<file path="config.mk">
export PLATFORM = sky130hd
export DESIGN_NAME = i_sram_like_bridge_nway
export DESIGN_NICKNAME = d
export VERILOG_FILES = /design/src/rtl/i_bridge_pkg.sv /design/src/rtl/i_bridge_way_capture.sv /design/src/rtl/i_sram_like_bridge_nway.sv
export SDC_FILE = /design/constraint.sdc
export NUM_CORES = 1
export LEC_CHECK = 0
export BUFFER_PORTS_ARGS = -buffer_cell sky130_fd_sc_hd__clkbuf_2
export CAP_MARGIN = 20
export CORE_MARGIN = 3
export CORE_UTILIZATION = 39
export DETAILED_ROUTE_END_ITERATION = 10
export GPL_TIMING_DRIVEN = 0
export PLACE_DENSITY = 0.77
export SLEW_MARGIN = 20
export SYNTH_ARGS = -nofsm -noshare
export SYNTH_HDL_FRONTEND = slang
export SYNTH_SLANG_ARGS = --single-unit
</file>
<file path="constraint.sdc">
create_clock -name clk -period 1.5 [get_ports clk]
set_input_delay 0 -clock clk [delete_from_list [all_inputs] [get_ports clk]]
set_output_delay 0 -clock clk [all_outputs]
set_load 0.02 [all_outputs]
</file>
<file path="src/rtl/i_bridge_pkg.sv">
// -----------------------------------------------------------------------------
// i_bridge_pkg
// Shared definitions for the instruction-side SRAM -> SRAM-like bridge:
//   - bridge_state_e : transaction FSM states (IDLE, WAIT_DATA, DONE, CANCEL)
//   - SIZE_WORD      : SRAM-like transfer size code for a 32-bit word
//   - DEFAULT_ADDR_W / DEFAULT_DATA_W : default address and word widths
// -----------------------------------------------------------------------------
package i_bridge_pkg;

    localparam int         DEFAULT_ADDR_W = 32;
    localparam int         DEFAULT_DATA_W = 32;
    localparam logic [1:0] SIZE_WORD      = 2'b10;

    typedef enum logic [1:0] {
        IDLE      = 2'd0,
        WAIT_DATA = 2'd1,
        DONE      = 2'd2,
        CANCEL    = 2'd3
    } bridge_state_e;

endpackage

</file>
<file path="src/rtl/i_bridge_way_capture.sv">
// -----------------------------------------------------------------------------
// i_bridge_way_capture
// Holds one captured instruction word plus its valid flag.
// Ports:
//   clk, rst   : clock, synchronous active-high reset (clears word and valid)
//   capture_i  : completion beat of the current transaction
//   data_ok_i  : this way's word is present on the completion beat
//   data_i     : returned word for this way
//   data_o     : captured word
//   valid_o    : captured-valid flag
// -----------------------------------------------------------------------------
module i_bridge_way_capture
    import i_bridge_pkg::*;
#(
    parameter int DATA_W = DEFAULT_DATA_W
) (
    input  logic              clk,
    input  logic              rst,
    input  logic              capture_i,
    input  logic              data_ok_i,
    input  logic [DATA_W-1:0] data_i,
    output logic [DATA_W-1:0] data_o,
    output logic              valid_o
);

    logic [DATA_W-1:0] data_q;
    logic              valid_q;

    // On a completion beat the valid flag always follows data_ok, but the word
    // is only overwritten when it actually arrived; an unavailable way keeps
    // its previous contents and is simply marked invalid.
    always_ff @(posedge clk) begin
        if (rst) begin
            data_q  <= '0;
            valid_q <= 1'b0;
        end else if (capture_i) begin
            valid_q <= data_ok_i;
            if (data_ok_i) begin
                data_q <= data_i;
            end
        end
    end

    assign data_o  = data_q;
    assign valid_o = valid_q;

endmodule

</file>
<file path="src/rtl/i_sram_like_bridge_nway.sv">
// -----------------------------------------------------------------------------
// i_sram_like_bridge_nway
// Turns the fetch stage's SRAM-style request (enable + address, stall back)
// into a single-outstanding SRAM-like read returning WAYS words per beat.
// A flush kills the fetch in flight; its late response is discarded.
// Ports:
//   clk, rst          : clock, synchronous active-high reset
//   inst_sram_en      : fetch request
//   inst_sram_addr    : fetch address (stable while i_stall)
//   flush             : kill current fetch
//   longest_stall     : pipeline stall, holds completed fetch in DONE
//   inst_sram_rdata   : captured words, way i at [i*DATA_W +: DATA_W]
//   inst_sram_rvalid  : per-way captured-valid
//   i_stall           : fetch not yet complete
//   inst_req/wr/size/addr/wdata : SRAM-like request channel
//   inst_addr_ok      : address accepted
//   inst_data_ok      : per-way data present, bit 0 marks completion beat
//   inst_rdata        : returned words
// -----------------------------------------------------------------------------
module i_sram_like_bridge_nway
    import i_bridge_pkg::*;
#(
    parameter int ADDR_W = DEFAULT_ADDR_W,
    parameter int DATA_W = DEFAULT_DATA_W,
    parameter int WAYS   = 2
) (
    input  logic                   clk,
    input  logic                   rst,
    input  logic                   inst_sram_en,
    input  logic [ADDR_W-1:0]      inst_sram_addr,
    input  logic                   flush,
    input  logic                   longest_stall,
    output logic [WAYS*DATA_W-1:0] inst_sram_rdata,
    output logic [WAYS-1:0]        inst_sram_rvalid,
    output logic                   i_stall,
    output logic                   inst_req,
    output logic                   inst_wr,
    output logic [1:0]             inst_size,
    output logic [ADDR_W-1:0]      inst_addr,
    output logic [DATA_W-1:0]      inst_wdata,
    input  logic                   inst_addr_ok,
    input  logic [WAYS-1:0]        inst_data_ok,
    input  logic [WAYS*DATA_W-1:0] inst_rdata
);

    bridge_state_e state_q;
    bridge_state_e state_d;
    logic          reqIssue;
    logic          captureEn;

    // A request is only presented from IDLE, and never while reset or a flush
    // is active, so a killed fetch cannot start a new bus transaction.
    assign reqIssue = ~rst & (state_q == IDLE) & inst_sram_en & ~flush;

    // Next-state and capture decision. The completion beat is bit 0 of
    // data_ok; it is only honoured when a transaction is really outstanding
    // (or being accepted this very cycle), so stray beats in IDLE/DONE vanish.
    always_comb begin
        state_d   = state_q;
        captureEn = 1'b0;
        case (state_q)
            IDLE: begin
                if (reqIssue && inst_addr_ok) begin
                    if (inst_data_ok[0]) begin
                        state_d   = DONE;
                        captureEn = 1'b1;
                    end else begin
                        state_d = WAIT_DATA;
                    end
                end
            end
            WAIT_DATA: begin
                if (inst_data_ok[0]) begin
                    if (flush) begin
                        state_d = IDLE;
                    end else begin
                        state_d   = DONE;
                        captureEn = 1'b1;
                    end
                end else if (flush) begin
                    state_d = CANCEL;
                end
            end
            CANCEL: begin
                if (inst_data_ok[0]) begin
                    state_d = IDLE;
                end
            end
            DONE: begin
                if (!longest_stall || flush) begin
                    state_d = IDLE;
                end
            end
            default: state_d = IDLE;
        endcase
    end

    // State register; reset drops any transaction in flight straight to IDLE.
    always_ff @(posedge clk) begin
        if (rst) begin
            state_q <= IDLE;
        end else begin
            state_q <= state_d;
        end
    end

    // One capture register per way, all sharing the completion-beat enable.
    for (genvar g = 0; g < WAYS; g++) begin : gWay
        i_bridge_way_capture #(
            .DATA_W (DATA_W)
        ) uWay (
            .clk       (clk),
            .rst       (rst),
            .capture_i (captureEn),
            .data_ok_i (inst_data_ok[g]),
            .data_i    (inst_rdata[g*DATA_W +: DATA_W]),
            .data_o    (inst_sram_rdata[g*DATA_W +: DATA_W]),
            .valid_o   (inst_sram_rvalid[g])
        );
    end

    // The fetch stage is released only while the completed fetch sits in DONE.
    assign i_stall    = inst_sram_en & (rst | (state_q != DONE));
    assign inst_req   = reqIssue;
    assign inst_wr    = 1'b0;
    assign inst_size  = SIZE_WORD;
    assign inst_addr  = inst_sram_addr;
    assign inst_wdata = '0;

endmodule
</file>
=== Word level (Yosys, flattened, before mapping) ===
Cells that the tools add are included.

* Eq/ne operators: 8
* Multiplexer cells: 13
* Bitwise logic cells: 7
* Reductions and logical operators: 7

{| class="wikitable"
|+ Operators with widths
! operator !! number
|-
| $mux 2 || 7
|-
| $pmux 2 s4 || 1
|-
| $ne 2x2->1 const B || 3
|-
| $and 1x1->1 || 4
|-
| $eq 2x2->1 const B || 2
|-
| $mux 1 || 4
|-
| $reduce_and 2->1 || 2
|-
| $reduce_and 4->1 || 1
|-
| $ne 3x3->1 const B || 1
|-
| $eq 2x1->1 const B || 1
|-
| $logic_not 2->1 || 1
|-
| $ne 2x1->1 const B || 1
|-
| $not 1->1 || 2
|-
| $pmux 1 s2 || 1
|-
| $logic_and 1x1->1 || 1
|-
| $logic_not 1->1 || 1
|-
| $logic_or 1x1->1 || 1
|-
| $or 1x1->1 || 1
|}

* Register bits: 68
* Output and inout bits: 135

=== Longest topological paths before layout ===
Gate-level depths: netlist of the first run.

* Word-level depth: 8
* Mapped depth: 5
* Gate-level depth less buffers: 3

=== By module ===
From an unflattened synthesis of the first run, not the netlist that was laid out.

* Cell total of the unflattened synthesis: 385
* Area total of the unflattened synthesis: 3677.3 µm²

{| class="wikitable"
|+ By module, submodules not included
! module !! instances !! cells an instance !! area an instance (µm²) !! seq. area each (µm²)
|-
| i_bridge_way_capture || 2 || 149 || 1516.5 || 660.6
|-
| i_sram_like_bridge_nway || 1 || 87 || 644.4 || 40.0
|}

=== Least setup slack after synthesis of the first run ===
OpenSTA, ideal clock, no wires.

* Path kind: register -> register
* Start: register state_q[1]
* End: register gWay[0].uWay.data_q[10]
* Setup time: 72 ps
* Arrival time: 1355 ps
* Data required time: 1428 ps
* Setup slack: 74 ps
* Cell stages (with the launch flop): 5
* Buffers on the path: 1
* Clock period less this slack: 1426 ps
* Cells stage by stage: dfxtp_1 or3b_4 a21oi_4 buf_8 mux2i_1

* Word-level cells in the longest chain between the ends: 8

{| class="wikitable"
|+ RTL lines
! what !! line !! text
|-
| start: declaration || i_sram_like_bridge_nway.sv:46 || <nowiki>bridge_state_e state_q;</nowiki>
|-
| start signal: assignment || i_sram_like_bridge_nway.sv:103 || <nowiki>state_q <= state_d;</nowiki>
|-
| $logic_not 2->1 || i_sram_like_bridge_nway.sv:53, i_sram_like_bridge_nway.sv:61 ||
|-
| $and 1x1->1 (3 in a row) || i_sram_like_bridge_nway.sv:53 || <nowiki>assign reqIssue = ~rst & (state_q == IDLE) & inst_sram_en & ~flush;</nowiki>
|-
| $logic_and 1x1->1 || i_sram_like_bridge_nway.sv:63 || <nowiki>if (reqIssue && inst_addr_ok) begin</nowiki>
|-
| $mux 1 || i_sram_like_bridge_nway.sv:63 ||
|-
| $pmux 1 s2 * || i_sram_like_bridge_nway.sv:61 || <nowiki>case (state_q)</nowiki>
|-
| $reduce_and 2->1 (no source line) * || n/a ||
|-
| end signal: assignment || i_bridge_way_capture.sv:39 || <nowiki>data_q <= data_i;</nowiki>
|-
| end: declaration || i_bridge_way_capture.sv:26 || <nowiki>logic [DATA_W-1:0] data_q;</nowiki>
|}

Every way passes the cells marked *; elsewhere a longest branch is shown, timed or not.
A chain may end at the register's enable or synchronous reset.

=== Worst setup path after layout of the first run ===
* Start: register state_q[1]
* End: register gWay[0].uWay.data_q[24]

Same word-level chain as after synthesis.

==> results of run 1 <==
cell type report:
| type | count | area (sq um) |
|---|---|---|
| multi-input combinational | 252 | 1800 |
| tap | 108 | 135 |
| clock inverter | 6 | 88.8 |
| inverter | 1 | 3.75 |
| fill | 721 | 3050 |
| sequential | 68 | 1370 |
| timing repair buffer | 246 | 1690 |
| buffer | 90 | 672 |
| clock buffer | 10 | 128 |
power by group through the flow:
stage                     registers (mW)  logic, mW  clock network (mW)
after CTS                           1.85      0.855                1.71
after detailed placement            1.89      0.709                   0
after global placement              1.89      0.702                   0
after floorplan                     1.91      0.475                   0
after global routing                1.85      0.954                1.77
final                               1.85      0.888                1.66
state kept, by name, summed over array words and instances (netlist names):
signal and count:
gWay.uWay.data_o 64, gWay.uWay.valid_o 2, state_q 2
worst min-delay path, stage by stage:
cell                       delay, ps
sky130_fd_sc_hd__clkbuf_2        150
sky130_fd_sc_hd__nand3_1          90
sky130_fd_sc_hd__o211ai_1         80
sky130_fd_sc_hd__mux2i_1          80
cell families after synthesis:
kind of cell,count (synthesis)
and+or+nand+nor,143
buffers and inverters,91
DFF,68
muxes,65
AOI/OAI and AO/OA,9
other,2
per-layer routing:
| metal | vias to the layer above | wire, microns |
|---|---|---|
| met3 | 22 | 813 |
| met5 | - | 0 |
| met1 | 1566 | 4070 |
| met2 | 163 | 5720 |
| met4 | 0 | 246 |
| li1 | 1690 | - |
stage by stage:
stage / setup TNS [ps] / instance area [sq um] / worst slack [ps] / hold slack, ps
after global routing: -1100 / 5880 / -55.0 / 140
after CTS: -241 / 5740 / -25.2 / 80.4
after floorplan: 0 / 3810 / 73.7 / 76.1
final: 0 / 5880 / 10.2 / 112
after global placement: -6600 / 4790 / -122 / 226
after detailed placement: -7960 / 4790 / -153 / 226
placed cells by master (no fill, tap or decap), types with 2 or more instances in the layout:
cell                            netlist  routed
sky130_fd_sc_hd__mux2i_1             65      64
sky130_fd_sc_hd__clkbuf_2             0     170
sky130_fd_sc_hd__clkbuf_1            15      15
sky130_fd_sc_hd__buf_6                3       4
sky130_fd_sc_hd__dfxtp_1             68      67
sky130_fd_sc_hd__nor2_1               2       2
sky130_fd_sc_hd__clkbuf_8             0       9
sky130_fd_sc_hd__buf_8                3       3
sky130_fd_sc_hd__nand2b_1           130     130
sky130_fd_sc_hd__dlygate4sd3_1        0      65
sky130_fd_sc_hd__clkbuf_16            0       3
sky130_fd_sc_hd__buf_12               0       3
sky130_fd_sc_hd__bufinv_16            0       2
sky130_fd_sc_hd__nor4bb_1             2       2
sky130_fd_sc_hd__buf_4               69      73
sky130_fd_sc_hd__clkinvlp_4           0       2
sky130_fd_sc_hd__nand3_1              2       2
sky130_fd_sc_hd__conb_1               2      35
worst max path at each step:
stage,start,end,slack [ps],cells past startpoint
after floorplan,state_q[1],gWay[0].uWay.data_o[10],70,4
after global placement,rst,gWay[0].uWay.data_o[2],-120,5
after detailed placement,rst,gWay[0].uWay.data_o[11],-150,5
after CTS,state_q[1],gWay[0].uWay.data_o[20],-30,5
after global routing,state_q[1],gWay[0].uWay.data_o[0],-60,5
final,state_q[1],gWay[0].uWay.data_o[24],10,5
repair_timing:
action	CTS	global route
pin swaps	0	1
endpoints found under the setup margin	60	48
hold buffers	65	0
cloned	1	3
resized for setup	2	13
buffers inserted	5	2
hold endpoints to repair	65	0
==> run metrics, run 1 <==
result of the run=completed; Logic pwr share=20.2%; Clk Latency, worst-skew pair=340 ps; wire length of the first global-routing pass=about 16000 microns; die extent in y=103 microns; antenna violations before repair=0; TritonCTS clock tree=built; number of endpoints failing setup at the final stage=0; r2r endpoint=gWay[0].uWay.data_o[24]; flop and latch count out of synthesis=68; post-synthesis cell area=roughly 3700 sq um; crit-path max FO=7; maximum clock path buffer count=2; global-route met1 utilization=between 20% and 30%; worst hold endpoint=state_q[1]; number of diodes=0; detailed-route wire length=about 11000 microns; most repeated cell in the gate-level netlist after synthesis=sky130_fd_sc_hd__nand2b_1; area share of xor/xnor cells in the synthesized design=0%; number of max-capacitance violations reported=0; count of yosys warnings during synthesis=0; total power draw=4.40 mW; switching power share of the total=26.1%; Via density=4.41; via count of the first global-routing pass=~3500; fin cells=slightly below 800; worst path buffer plus inverter count=2; number of cells produced by synthesis=378; unrepaired setup endpoints after global routing=yes; DRT Pass-1 Iters=4; simple-gate share of the synthesized area=25.1%; list of most frequent post-synthesis cells=sky130_fd_sc_hd__nand2b_1 (130), sky130_fd_sc_hd__buf_4 (69), sky130_fd_sc_hd__dfxtp_1 (68); portion of total power attributed to sequential cells=42.0%; average cell area after synthesis=9.74 sq um; top cell type's share of synthesized area=37.0%; area growth from synthesis to layout=59.6%; worst path cell trace=or3b_4 > a21oi_4 > buf_6 > clkbuf_16 > mux2i_1; share of power burned in the clock network=37.8%; combinational family with the most area after synthesis=simple AND/OR/NAND/NOR gates; number of I/O pins=239; pin count of the biggest net entering global routing=13; multiplexer share of the synthesized area=between 10% and 20%; routed wirelength normalized by instance count=13.9 microns; pwr/cell area=about 750 nW/um^2; startpoint of the worst hold path=flush; antenna-violating nets left=0; met3 usage in global routing=5.37%; share of post-route cells with drive strength above 1=between 40% and 50%; buffer type at the clock tree root=sky130_fd_sc_hd__clkbuf_8; GR Overflow Total=0; Die Area=10600 sq um; critical path class=reg2reg; placeable core area=8930 sq um; CTS H-tree lvls=3; count of cell types in the netlist=28; vias after detailed routing=3441; clock period minus final worst setup slack=about 1500 ps; worst setup slack for register-to-register paths=~10 ps; number of cells traversed by the worst register-to-register path=5; routability congestion estimate from global placement=0.713; kind of end point of the critical path=flop; core utilization of the finished layout=between 60% and 70%; proportion of synthesized chip area in sequential cells=37.0%; max frequency=0.671 GHz; number of hold violations in the final report=0; count of nets after finishing=about 770; Synth async-reset ratio=0%; number of flops mapped to enable cells by yosys=0; die width=103 microns; Lkg Pwr=2.74 nW; kind of cell adding the most delay to the critical path=simple AND/OR/NAND/NOR gates; max-slew violation count=0; Hold Path Stages=4; total global routing track utilization=around 19%; Final Cycle Share=99.3%; fraction of met2 tracks used by global routing=36.0%; TritonCTS buffer count=9; half-perimeter wire length after placement=7040 microns; worst clock skew=9.56 ps; kind of path behind the tightest hold check=in2reg; Cells after DPL=689; worst reg2reg startpoint=state_q[1]; Switching Power=between 1 and 1.5 mW; slew of the pin with the lowest slew margin=about 610 ps; row cnt=34; Starting Density=41.2%; clock transition at the register clock pins on the worst setup and hold paths after CTS=80 ps; data arrival time of the critical path=1770 ps; slowest cell delay on critical path=390 ps; IR drop worst, VDD=0.443 mV; post-detailed-route DRC marker count=0; Most used DFF post-synth=sky130_fd_sc_hd__dfxtp_1; most crowded layer after global routing=met2; count of clock tree sinks=68; Buffers on Ports=170; design internal power=around 3.2 mW; post-synthesis cell type with the largest combined area=sky130_fd_sc_hd__dfxtp_1; compound-cell area share of the yosys netlist=~2.2%; DRC violation total after the first TritonRoute iteration=43; category of the worst setup path launch point=flop; cell with the biggest individual delay on the critical path=sky130_fd_sc_hd__or3b_4; top cells by area, synth=sky130_fd_sc_hd__dfxtp_1 (37%), sky130_fd_sc_hd__nand2b_1 (22%), sky130_fd_sc_hd__mux2i_1 (18%); max_slew headroom=59.4%; endpoint required time on the critical path=1780 ps; Adder-Cell Fraction of Synth Area=0%
Note: power is estimated with default switching activity, not from simulation.
==> run 2, diff against run 1 <==
--- a/config.mk
+++ b/config.mk
@@ -15,4 +15,5 @@
 export SLEW_MARGIN = 20
 export SYNTH_ARGS = -nofsm -noshare
 export SYNTH_HDL_FRONTEND = slang
+export SYNTH_HIERARCHICAL = 1
 export SYNTH_SLANG_ARGS = --single-unit
==> constraint.sdc (replaced) <==
create_clock -name clk -period 1.5 [get_ports clk]
set_input_delay 0 -clock clk [delete_from_list [all_inputs] [get_ports clk]]
set_output_delay 0 -clock clk [all_outputs]
set_load 0.005 [all_outputs]
==> run metrics, run 2 <==
result of the run=completed; count of cell types in the netlist=24 (-14%); Hold WS=39.9 ps (-72.6 ps); critical path class=in2reg; kind of path behind the tightest hold check=in2reg; most frequent cells in the layout=sky130_fd_sc_hd__clkbuf_2 (169), sky130_fd_sc_hd__buf_4 (76), sky130_fd_sc_hd__dlygate4sd3_1 (68), sky130_fd_sc_hd__dfxtp_1 (66), sky130_fd_sc_hd__a21bo_1 (64); worst clock skew=5.65 ps (-3.90 ps); Via density=4.80 (+9.0%); DRC violation total after the first TritonRoute iteration=84 (+95%); vias after detailed routing=3770 (+9.6%); Place WS=-244 ps (-91.2 ps); kind of end point of the critical path=flop; layout filler cell count=713 (-1.1%); top cell type's share of synthesized area=37.0% (+0.063 points); worst reg2reg startpoint=state_q[0]; cell with the biggest individual delay on the critical path=sky130_fd_sc_hd__dlygate4sd3_1; max FFs per register=64 (unchanged); buffer type at the clock tree root=sky130_fd_sc_hd__clkbuf_8; Final Cycle Share=97.9% (-1.4 points); r2r endpoint=state_q[1]; number of cells traversed by the worst register-to-register path=4 (-1); die width=103 microns (about the same); Hold Path Stages=3 (-1); total power draw=4.25 mW (-3.3%); Starting Density=41.2% (-0.070 points); Most used DFF post-synth=sky130_fd_sc_hd__dfxtp_1; aggregate negative setup slack=0 ps (unchanged); Critical Path Most Common Cell=sky130_fd_sc_hd__dlygate4sd3_1; post-detailed-route DRC marker count=0 (unchanged); Die Area=10600 sq um (-0.16%); startpoint of the worst hold path=inst_sram_en; pwr/cell area=735 nW/um^2 (-1.7%); category of the worst setup path launch point=input pin; clock period minus final worst setup slack=1470 ps (-21.7 ps); pin count of the biggest net entering global routing=13 (unchanged); post-synthesis cell type with the largest combined area=sky130_fd_sc_hd__dfxtp_1; slowest cell delay on critical path=550 ps (+160 ps); proportion of synthesized chip area in sequential cells=37.0% (+0.063 points); TritonCTS clock tree=built; row cnt=34 (unchanged); flop and latch count out of synthesis=68 (unchanged); endpoint required time on the critical path=1720 ps (-60 ps); antenna-violating nets left=0 (unchanged); antenna violations before repair=0 (unchanged); DRT Pass-1 Iters=4 (unchanged); number of cells produced by synthesis=385 (+1.9%); post-synthesis cell area=3680 sq um (-0.17%); number of I/O pins=239 (unchanged); worst hold endpoint=state_q[0]; maximum clock path buffer count=2 (unchanged); number of max-capacitance violations reported=0 (unchanged); area growth from synthesis to layout=57.4%; most repeated cell in the gate-level netlist after synthesis=sky130_fd_sc_hd__buf_4; clock transition at the register clock pins on the worst setup and hold paths after CTS=70 ps (about the same); count of yosys warnings during synthesis=6 (+6); count of clock tree sinks=68 (unchanged); half-perimeter wire length after placement=7550 microns (+7.2%); via count of the first global-routing pass=3597 (+1.8%); crit-path max FO=6 (-1); placeable core area=8930 sq um (unchanged); number of hold violations in the final report=0 (unchanged); wire length of the first global-routing pass=17200 microns (+5.9%); Clk Latency, worst-skew pair=340 ps (about the same); number of flops mapped to enable cells by yosys=0 (unchanged); total global routing track utilization=20.4% (+0.93 points); routability congestion estimate from global placement=0.728 (+2.0%); CTS H-tree lvls=3 (unchanged); routed wirelength normalized by instance count=14.7 microns (+5.5%); Synth async-reset ratio=0% (unchanged); GR Overflow Total=0 (unchanged); average cell area after synthesis=9.55 sq um (-2.0%); detailed-route wire length=11500 microns (+6.0%); Lkg Pwr=2.73 nW (-0.25%); number of diodes=0 (unchanged); most common cell after layout, fill and taps aside=sky130_fd_sc_hd__clkbuf_2; list of most frequent post-synthesis cells=sky130_fd_sc_hd__buf_4 (73), sky130_fd_sc_hd__dfxtp_1 (68), sky130_fd_sc_hd__a21bo_1 (64), sky130_fd_sc_hd__nand3_1 (64), sky130_fd_sc_hd__a21oi_2 (40); share of post-route cells with drive strength above 1=49.8% (+8.2 points); TritonCTS buffer count=9 (unchanged); max frequency=0.681 GHz (+1.5%); post-route worst setup slack=31.9 ps (+21.7 ps); max-slew violation count=0 (unchanged); worst path cell trace=dlygate4sd3_1 > clkbuf_4 > and2b_1 > a32oi_1 > a21oi_1 > dlygate4sd3_1; Buffers on Ports=170 (unchanged); top cells by area, synth=sky130_fd_sc_hd__dfxtp_1 (37%), sky130_fd_sc_hd__a21bo_1 (17%), sky130_fd_sc_hd__buf_4 (15%); count of nets after finishing=776 (+0.52%); worst setup slack for register-to-register paths=60 ps (+50 ps); data arrival time of the critical path=1690 ps (-80 ps); number of endpoints failing setup at the final stage=0 (unchanged); IR drop worst, VDD=0.404 mV (-8.6%); die extent in y=103 microns (about the same)
-- run 2: cell count changes in the layout (fill, tap and decap cells not counted), sizes merged, moves of 21 or more --
cell    delta
a21oi     +64
buf       +21
a21bo     +63
nand3     +62
mux2i     -63
nand2b   -130
-- run 2: worst max-delay path: cells and delay by family --
family | cells | cell delay [ps]
buffers and inverters | 3 | 1250
AO/OA/AOI/OAI | 2 | 240
AND/OR/NAND/NOR | 1 | 200
-- run 2: layout make-up --
type / instances / area, sq um / share of cell area [%]
multi-input cells: 246 / 1710 / 29.6
plain buffers: 103 / 781 / 13.5
inverters: 1 / 3.75 / 0.0649
clock inverters: 5 / 83.8 / 1.45
flip-flops and latches: 68 / 1360 / 23.6
well taps: 108 / 135 / 2.33
repair buffers: 243 / 1570 / 27.1
clock buffers: 11 / 141 / 2.44
-- run 2: routing by layer --
layer | wire (microns) | vias up | share of wire, % | GRT usage (%)
li1 | - | 1814 | - | -
met1 | 4360 | 1692 | 38 | 24.3
met2 | 5700 | 218 | 50 | 34.2
met3 | 902 | 46 | 7.8 | 4.06
met4 | 539 | 0 | 4.7 | 11.3
met5 | 0 | - | 0 | 0
-- run 2: through the flow --
stage	instances	instance area, sq um	utilization (%)
finish	785	5790	64.8
global route	785	5790	64.8
global placement	696	4790	53.6
floorplan	418	3800	-
detailed placement	696	4790	53.6
CTS	780	5710	63.9
-- run 2: worst max path at each step --
stage	from	end	cells after the start
final	inst_data_ok[0]	state_q[1]	6
after global routing	inst_data_ok[0]	state_q[1]	6
after CTS	state_q[1]	gWay[1].uWay/data_o[13]	7
after detailed placement	state_q[1]	gWay[0].uWay/data_o[28]	7
after global placement	state_q[1]	gWay[0].uWay/data_o[16]	7
after floorplan	state_q[1]	gWay[0].uWay/data_o[10]	7
-- run 2: repair_timing --
item                                    CTS  global route
hold buffers                             68             0
endpoints found under the hold margin    66             0
buffers inserted                          0             3
gates cloned                              0             2
endpoints found under the setup margin   66            63
pin swaps                                 1             3
gates resized for setup                   5            16
-- run 2: cell families after synthesis --
family | share of synthesized area [%]
compound gates | 31.5
buf+inv | 20.7
simple gates | 10.1
flops | 37.0
mux | 0.544
other cells | 0.204
-- run 2: where the power goes --
part,internal [mW],total (mW),switching [mW]
logic,0.414,0.716,0.303
clock network,0.988,1.70,0.716
registers,1.82,1.83,0.0111
total,3.22,4.25,1.03
==> run 3, diff against run 2 <==
--- a/config.mk
+++ b/config.mk
@@ -5,7 +5,7 @@
 export SDC_FILE = /design/constraint.sdc
 export NUM_CORES = 1
 export LEC_CHECK = 0
-export BUFFER_PORTS_ARGS = -buffer_cell sky130_fd_sc_hd__clkbuf_2
+export BUFFER_PORTS_ARGS = -buffer_cell sky130_fd_sc_hd__buf_2
 export CAP_MARGIN = 20
 export CORE_MARGIN = 3
 export CORE_UTILIZATION = 39
==> run metrics, run 3 (same netlist as run 2, synthesis figures left out) <==
result of the run=completed; routed wirelength normalized by instance count=14.6 microns (-0.41%); layout filler cell count=719 (+0.84%); antenna violations before repair=0 (unchanged); routability congestion estimate from global placement=0.736 (+1.1%); Logic pwr share=16.3% (-0.5 points); clock transition at the register clock pins on the worst setup and hold paths after CTS=70 ps (about the same); post-route worst setup slack=46.3 ps (+14.3 ps); cell area after placement=4790 sq um (unchanged); unrepaired setup endpoints after global routing=yes; most frequent cells in the layout=sky130_fd_sc_hd__buf_2 (180), sky130_fd_sc_hd__buf_4 (77), sky130_fd_sc_hd__dlygate4sd3_1 (69), sky130_fd_sc_hd__dfxtp_1 (66); Place WS=-270 ps (-25.9 ps); Crit. Startpoint=inst_data_ok[0]; worst path buffer plus inverter count=3 (unchanged); Lkg Pwr=2.78 nW (+2.0%); met3 usage in global routing=3.99% (-0.068 points); number of I/O pins=239 (unchanged); number of diodes=0 (unchanged); CTS H-tree lvls=3 (unchanged); category of the worst setup path launch point=input pin; count of clock tree sinks=68 (unchanged); Starting Density=41.2% (unchanged); cell with the biggest individual delay on the critical path=sky130_fd_sc_hd__dlygate4sd3_1; half-perimeter wire length after placement=7620 microns (+0.97%); kind of path behind the tightest hold check=in2out; total global routing track utilization=20.4% (+0.042 points); kind of end point of the critical path=flop; endpoint required time on the critical path=1720 ps (about the same); Via density=4.76 (-0.90%); global-route met1 utilization=24.3% (+0.083 points); maximum clock path buffer count=2 (unchanged); Die Area=10600 sq um (unchanged); area growth from synthesis to layout=58.2%; max FFs per register=64 (unchanged); Switching Power=1.02 mW (-0.51%); slowest cell delay on critical path=550 ps (about the same); pwr/cell area=751 nW/um^2 (+2.2%); fraction of met2 tracks used by global routing=35.1% (+0.89 points); worst reg2reg startpoint=state_q[0]; antenna-violating nets left=0 (unchanged); die width=103 microns (unchanged); vias after detailed routing=3736 (-0.90%); count of nets after finishing=776 (unchanged); number of hold violations in the final report=0 (unchanged); post-detailed-route DRC marker count=0 (unchanged); critical path class=in2reg; most common cell after layout, fill and taps aside=sky130_fd_sc_hd__buf_2; share of power burned in the clock network=41.8% (+1.7 points); most crowded layer after global routing=met2; share of post-route cells with drive strength above 1=49.6% (-0.15 points); buffer type at the clock tree root=sky130_fd_sc_hd__clkbuf_8; startpoint of the worst hold path=inst_sram_addr[18]; number of max-capacitance violations reported=0 (unchanged); Buffers on Ports=170 (unchanged); die extent in y=103 microns (unchanged); detailed-route wire length=11500 microns (-0.41%); row cnt=34 (unchanged); placeable core area=8930 sq um (unchanged); switching power share of the total=23.4% (-0.77 points); TritonCTS buffer count=9 (unchanged); max-slew violation count=0 (unchanged); clock period minus final worst setup slack=1450 ps (-14.3 ps); portion of total power attributed to sequential cells=41.9% (-1.2 points); number of endpoints failing setup at the final stage=0 (unchanged); IR drop worst, VDD=0.647 mV (+60%); DRC violation total after the first TritonRoute iteration=106 (+26%); Critical Path Most Common Cell=sky130_fd_sc_hd__dlygate4sd3_1; via count of the first global-routing pass=3636 (+1.1%); Final Cycle Share=96.9% (-0.96 points); TritonCTS clock tree=built; post-layout instance area=5820 sq um (+0.52%); max frequency=0.688 GHz (+0.99%); worst clock skew=11.4 ps (+5.79 ps); design internal power=3.35 mW (+3.8%); pin count of the biggest net entering global routing=13 (unchanged); GR Overflow Total=0 (unchanged); crit-path max FO=6 (unchanged); worst path cell trace=dlygate4sd3_1 > clkbuf_4 > and2b_1 > a32oi_1 > a21oi_1 > dlygate4sd3_1; data arrival time of the critical path=1670 ps (-20 ps); Clk Latency, worst-skew pair=340 ps (about the same); wire length of the first global-routing pass=17300 microns (+0.65%); kind of cell adding the most delay to the critical path=buffers and inverters; DRT Pass-1 Iters=4 (unchanged)
-- run 3: cell types whose count changed in the layout (fill, tap and decap cells not counted), sizes merged --
| cell | before | now |
|---|---|---|
| clkbuf | 185 | 16 |
| buf | 104 | 271 |
| bufinv | 2 | 3 |
| clkinv | 0 | 1 |
| clkinvlp | 2 | 1 |
| dlygate4sd3 | 68 | 69 |
-- run 3: area by class of cell --
cell class | instances | area (sq um) | area share, %
flip-flops and latches | 68 | 1360 | 23.4
inverters | 1 | 3.75 | 0.0645
well taps | 108 | 135 | 2.32
repair buffers | 243 | 1580 | 27.1
multi-input cells | 246 | 1720 | 29.5
clock buffers | 10 | 128 | 2.19
clock inverters | 6 | 111 | 1.91
plain buffers | 103 | 779 | 13.4
-- run 3: worst reg2reg max path, delay by kind of cell (launching register included) --
family	cells	cell delay, ps
buffers and inverters	1	550
DFF	1	360
AOI/OAI and AO/OA	3	420
-- run 3: worst paths after layout --
path / to / cells past startpoint / slack, ps
worst max-delay path: state_q[1] / 6 / 50
worst min-delay path: inst_addr[18] / 2 / 170
worst max register to register: state_q[1] / 4 / 60
worst min register to register: gWay[1].uWay/valid_o / 2 / 520
-- run 3: through the flow --
step,util (%),hold WS [ps],setup TNS [ps],std cells,power [mW]
floorplan,-,69.1,0,418,2.20
global placement,53.6,168,-14190,696,2.40
detailed placement,53.6,167,-13630,696,2.41
CTS,64.2,168,0,781,4.38
global route,65.1,171,-13.0,785,4.55
finish,65.1,166,0,785,4.37
-- run 3: routing by layer --
| layer | up-vias | routed length, microns |
|---|---|---|
| met5 | - | 0 |
| met1 | 1693 | 4530 |
| met3 | 35 | 806 |
| met2 | 194 | 5730 |
| li1 | 1814 | - |
| met4 | 0 | 398 |
-- run 3: timing repair --
item / in CTS / in global routing
cloned: 0 / 1
setup buffers: 0 / 3
pin swaps: 1 / 2
resized for setup: 6 / 18
hold buffers: 69 / 0
hold endpoints to repair: 66 / 0
endpoints found under the setup margin: 66 / 65
-- run 3: power groups by stage --
stage	Clock, mW	Sequential (mW)	Combinational [mW]
floorplan	0	1.87	0.330
global placement	0	1.87	0.530
detailed placement	0	1.87	0.537
CTS	1.87	1.83	0.681
global route	1.95	1.84	0.775
finish	1.83	1.83	0.712
